### src/rtl/led_7_seg_mux.sv
// Character buffer driven by an ASCII stream, shown on a time-multiplexed
// 7-segment display with registered, ghost-free segment and anode outputs.
module led_7_seg_mux #(
    parameter int NUM_DIGITS     = 4,
    parameter int REFRESH_DIV    = 50000,
    parameter bit SEG_ACTIVE_LOW = 1'b1,
    parameter bit AN_ACTIVE_LOW  = 1'b1
) (
    input  logic                              clk,
    input  logic                              rst_n,
    input  logic [7:0]                        rx_data,
    input  logic                              rx_valid,
    input  logic                              clear,
    output logic [6:0]                        seg,
    output logic [NUM_DIGITS-1:0]             an,
    output logic [$clog2(NUM_DIGITS+1)-1:0]   char_count
);

    localparam int CCW = $clog2(NUM_DIGITS + 1);
    localparam int CW  = $clog2(REFRESH_DIV);
    localparam int IW  = (NUM_DIGITS > 1) ? $clog2(NUM_DIGITS) : 1;

    localparam logic [CCW-1:0] CNT_FULL = CCW'(NUM_DIGITS);
    localparam logic [CW-1:0]  TICK_LAST = CW'(REFRESH_DIV - 1);
    localparam logic [IW-1:0]  IDX_LAST = IW'(NUM_DIGITS - 1);
    localparam logic [6:0]     SEG_BLANK = SEG_ACTIVE_LOW ? 7'h7F : 7'h00;
    localparam logic [NUM_DIGITS-1:0] AN_FIRST =
        AN_ACTIVE_LOW ? ~NUM_DIGITS'(1) : NUM_DIGITS'(1);

    logic [7:0]            buf_q [NUM_DIGITS];
    logic [CW-1:0]         tick_cnt;
    logic [IW-1:0]         idx;
    logic [IW-1:0]         idx_next;
    logic [6:0]            seg_next;
    logic [NUM_DIGITS-1:0] an_next;
    logic                  is_print;
    logic                  is_bs;
    logic                  is_eol;

    // Active-low glyphs, bit order {g,f,e,d,c,b,a}
    function automatic logic [6:0] decode(input logic [7:0] c);
        logic [6:0] d;
        case (c)
            8'h30: d = 7'b1000000;
            8'h31: d = 7'b1111001;
            8'h32: d = 7'b0100100;
            8'h33: d = 7'b0110000;
            8'h34: d = 7'b0011001;
            8'h35: d = 7'b0010010;
            8'h36: d = 7'b0000010;
            8'h37: d = 7'b1111000;
            8'h38: d = 7'b0000000;
            8'h39: d = 7'b0010000;
            8'h41, 8'h61: d = 7'b0001000;
            8'h42, 8'h62: d = 7'b0000011;
            8'h43, 8'h63: d = 7'b1000110;
            8'h44, 8'h64: d = 7'b0100001;
            8'h45, 8'h65: d = 7'b0000110;
            8'h46, 8'h66: d = 7'b0001110;
            8'h2D: d = 7'b0111111;
            8'h5F: d = 7'b1110111;
            default: d = 7'b1111111;
        endcase
        return d;
    endfunction

    assign is_print = (rx_data >= 8'h20) && (rx_data <= 8'h7E);
    assign is_bs    = (rx_data == 8'h08);
    assign is_eol   = (rx_data == 8'h0D) || (rx_data == 8'h0A);

    always_ff @(posedge clk or negedge rst_n) begin
        if (!rst_n) begin
            for (int i = 0; i < NUM_DIGITS; i++) buf_q[i] <= 8'h20;
            char_count <= '0;
        end else if (clear || (rx_valid && is_eol)) begin
            for (int i = 0; i < NUM_DIGITS; i++) buf_q[i] <= 8'h20;
            char_count <= '0;
        end else if (rx_valid && is_print) begin
            for (int i = 1; i < NUM_DIGITS; i++) buf_q[i] <= buf_q[i-1];
            buf_q[0] <= rx_data;
            if (char_count != CNT_FULL) char_count <= char_count + 1'b1;
        end else if (rx_valid && is_bs) begin
            for (int i = 0; i < NUM_DIGITS - 1; i++) buf_q[i] <= buf_q[i+1];
            buf_q[NUM_DIGITS-1] <= 8'h20;
            if (char_count != '0) char_count <= char_count - 1'b1;
        end
    end

    // seg/an are both derived from idx_next so they always switch together
    always_comb begin
        idx_next = idx;
        if (tick_cnt == TICK_LAST) idx_next = (idx == IDX_LAST) ? '0 : idx + 1'b1;
        seg_next = SEG_ACTIVE_LOW ? decode(buf_q[idx_next]) : ~decode(buf_q[idx_next]);
        an_next  = NUM_DIGITS'(1) << idx_next;
        if (AN_ACTIVE_LOW) an_next = ~an_next;
    end

    always_ff @(posedge clk or negedge rst_n) begin
        if (!rst_n) begin
            tick_cnt <= '0;
            idx      <= '0;
            seg      <= SEG_BLANK;
            an       <= AN_FIRST;
        end else begin
            tick_cnt <= (tick_cnt == TICK_LAST) ? '0 : tick_cnt + 1'b1;
            idx      <= idx_next;
            seg      <= seg_next;
            an       <= an_next;
        end
    end

endmodule

### config.mk
export PLATFORM = sky130hd
export DESIGN_NAME = led_7_seg_mux
export DESIGN_NICKNAME = d
export VERILOG_FILES = /design/src/rtl/led_7_seg_mux.sv
export SDC_FILE = /design/constraint.sdc
export NUM_CORES = 1
export LEC_CHECK = 0
export ABC_AREA = 0
export BUFFER_PORTS_ARGS = -buffer_cell sky130_fd_sc_hd__buf_2
export CAP_MARGIN = 20
export CORE_ASPECT_RATIO = 2
export CORE_UTILIZATION = 55
export CTS_CLUSTER_SIZE = 14
export DETAILED_ROUTE_END_ITERATION = 8
export GPL_TIMING_DRIVEN = 0
export PLACE_DENSITY = 0.76
export SLEW_MARGIN = 15
export SYNTH_ARGS = -nofsm -noshare
export SYNTH_HDL_FRONTEND = slang
export SYNTH_SLANG_ARGS = --single-unit
### constraint.sdc
create_clock -name clk -period 6.28 [get_ports clk]
set_clock_uncertainty 0.2 [all_clocks]
set_input_delay 0.314 -clock clk [delete_from_list [all_inputs] [get_ports clk]]
set_output_delay 0.314 -clock clk [all_outputs]
set_load 0.005 [all_outputs]
==> metrics <==
status=finished with violations; failing checks=DRC; WS Path Type=flop to flop; Core Area=about 0.0060 mm2; post-layout min period=approximately 3.5 ns; Syn Std Cell Area=between 0.003 and 0.004 mm2; clk buf depth=2; vias=just under 3000; Hold WC Path Type=input pin to flop; n_diodes=0; syn_nets=389; Post-Synth Simple-Gate Area=roughly a fifth; Worst Tran Pin Value=about 0.79 ns; Layout Nets=426; initial antenna violation count=0; num rows=40; warnings from Yosys=0; I/O pin count=26; die area=about 0.0066 mm2; # port buffers=25; Max Cap Viol=0; TritonCTS clock tree=yes; area fraction of the dominant cell type after synthesis=between 30% and 40%; vias in the first global route=~3000; Via density=6.23; worst ir drop on vdd=approximately 0.23 mV; R2R cell count=12; Compound-Gate Fraction of Synth Area=about a fifth; RR Startpoint=tick_cnt[0]; commonest non-fill, non-tap cell in the layout=nand2_1; fraction of layout cells with a size suffix above 1=between 15 and 20%; Place WS=about 2.8 ns; mux contribution to synthesized area=about 2.2%; WP data required=approximately 6.3 ns; Routed WL=~8 mm; clock-pin slew on the worst setup and hold paths=approximately 0.050 ns; first-pass GRT wire length=roughly 14 mm; Routed Antenna Nets=0; largest net degree at the start of global routing=65; # DRC=1; setup tns final=0 ns; Die Y=114 um; Hold Path Depth=3; Final Hold Violating Endpoints=0; GRT overflow=0; DP Wirelength=a little under 6 mm; Slew Limit Fails=0; total CTS buffers=9; Mapped Cells=approximately 370; max_slew headroom=a little under half; Die X=between 50 and 60 um; GRT Util Overall=between 20% and 30%; xor-xnor portion of the synthesized cell area=4.07%; crit share post-route=~56%; Avg WL per Cell=about 17 um; synth top area cells=dfrtp_1 (36%), dfstp_2 (11%), nand2_1 (7.3%); H-tree depth=3; leakage power=1.71 nW; Yosys top cell by area=dfrtp_1; post-synthesis sequential area ratio=a little under half; Synth async-reset ratio=100%; Post-CTS Setup Inserts=0; library cells used by synthesis=a little under 60; Avg Cell Area, Syn=slightly above 9 um2; R2R setup slack=2.74 ns; Hold Path Origin=rx_data[2]; Final GP Congestion=0.893; effective utilization at floorplan=around 57%; crit path launch type=flop; critical path data arrival time=between 3 and 4 ns; Synth Register Bits=64; first drt pass iteration count=6; largest family of logic cells by synthesized area=compound AO/OA/AOI/OAI gates; adder-cell share of the synthesized area=between 1 and 1.5%; Hold Crit Endpoint=buf_q[26]; Setup-failing EPs final=0; fin util=65.4%; Root Buffer=clkbuf_16; f_max=between 200 and 300 MHz; RSZ-0062 raised after global routing=no; PnR worst setup slack=2.74 ns; area grow syn2layout=14.1%; worst-skew pair later-pin latency=0.33 ns; Fillers=~510; element type at the critical path end=flop; sequential standard cell area=0.00162 mm2; DR iter-0 viols=143; most frequent cells in the layout=nand2_1 (67), dfrtp_1 (50), nor2_1 (39), a21oi_1 (36), buf_2 (26); Main synth FF type=dfrtp_1; Multi-input gate area=around 0.0017 mm2; Crit Reg-Reg Endpoint=seg[3]; worst-path fanout max=10; Post-synth EDFFs=0; pwr dens=between 200 and 300 mW/mm2; Sink Count=64
flip-flops by register name, summed over array words and instances, names as in the netlist:
register	count
an	4
idx	2
char_count	3
tick_cnt	16
seg	7
buf_q	32
worst max path at each step:
stage / from / to / slack, ns / depth (start not counted)
2_1_floorplan: tick_cnt[0] / seg[3] / 3.17 / 12
3_3_place_gp: tick_cnt[0] / seg[0] / 2.85 / 13
3_5_place_dp: tick_cnt[0] / seg[3] / 2.79 / 12
4_1_cts: tick_cnt[0] / seg[3] / 2.73 / 12
5_1_grt: tick_cnt[0] / seg[3] / 2.52 / 12
6_report: tick_cnt[0] / seg[3] / 2.74 / 12
Yosys cell counts (all sizes together) (3+ instances only):
| master | n |
|---|---|
| nand2 | 67 |
| dfrtp | 50 |
| nor2 | 39 |
| a21oi | 37 |
| o21ai | 24 |
| dfstp | 14 |
| a22oi | 12 |
| clkbuf | 12 |
| nand3 | 10 |
| a22o | 9 |
| xnor2 | 8 |
| xor2 | 8 |
| o22ai | 6 |
| and3 | 5 |
| buf | 5 |
| inv | 5 |
| nor3 | 5 |
| a32o | 4 |
| a32oi | 4 |
| mux2i | 4 |
| nand2b | 3 |
| nor2b | 3 |
| nor4b | 3 |
| or2 | 3 |
| or3 | 3 |
repair_timing:
action,in CTS,in global routing
resized for setup,0,0
endpoints found under the hold margin,50,0
hold buffers,1,0
critical path, stage by stage, from the launching register on:
cell and delay, ns:
dfrtp_1 0.37, ha_1 0.18, and3_1 0.26, and4_4 0.30, buf_12 0.14, mux2i_4 0.42, buf_2 0.30, a32o_1 0.20
clkbuf_1 0.35, xnor2_1 0.19, nor2_1 0.08, o21ai_0 0.28, o311ai_1 0.17
power breakdown:
part | total, mW | switching (mW) | internal [mW] | leakage [nW]
Sequential | 0.442 | 0.0129 | 0.429 | 0.823
Clock | 0.447 | 0.171 | 0.276 | 0.130
Combinational | 0.102 | 0.0625 | 0.0399 | 0.753
layer usage:
metal / wire length, um / GRT usage (%) / vias up
li1: - / - / 1420
met1: 2990 / 29.3 / 1462
met2: 4560 / 51.5 / 81
met3: 239 / 4.31 / 22
met4: 298 / 16.7 / 0
met5: 0 / 0 / -
cells by family (layout without fill, tap and decap cells):
logic type,count (synthesis),count (layout)
buffers and inverters,22,64
AOI/OAI and AO/OA,112,112
adders and majority gates,3,3
and+or+nand+nor,152,152
xor gates and xnor gates,16,16
muxes,5,5
DFF,64,64
metrics by stage:
| stage | hold WS [ns] | instance area, um2 | cells | total power [mW] |
|---|---|---|---|---|
| floorplan | -0.182 | 3440 | 374 | 0.510 |
| global placement | 0.233 | 3650 | 462 | 0.547 |
| detailed placement | 0.241 | 3650 | 462 | 0.550 |
| CTS | 0.0216 | 3930 | 479 | 0.995 |
| global route | 0.0642 | 3930 | 479 | 1.03 |
| finish | 0.0231 | 3930 | 479 | 0.992 |
layout make-up:
type,count,area share (%)
Inverter,5,0.478
Timing Repair Buffer,26,3.50
Sequential cell,64,41.2
Multi-Input combinational cell,288,43.5
Clock buffer,13,6.37
Clock inverter,3,0.446
Tap cell,63,2.01
Buffer,17,2.48
Note: power is estimated with default switching activity, not from simulation.
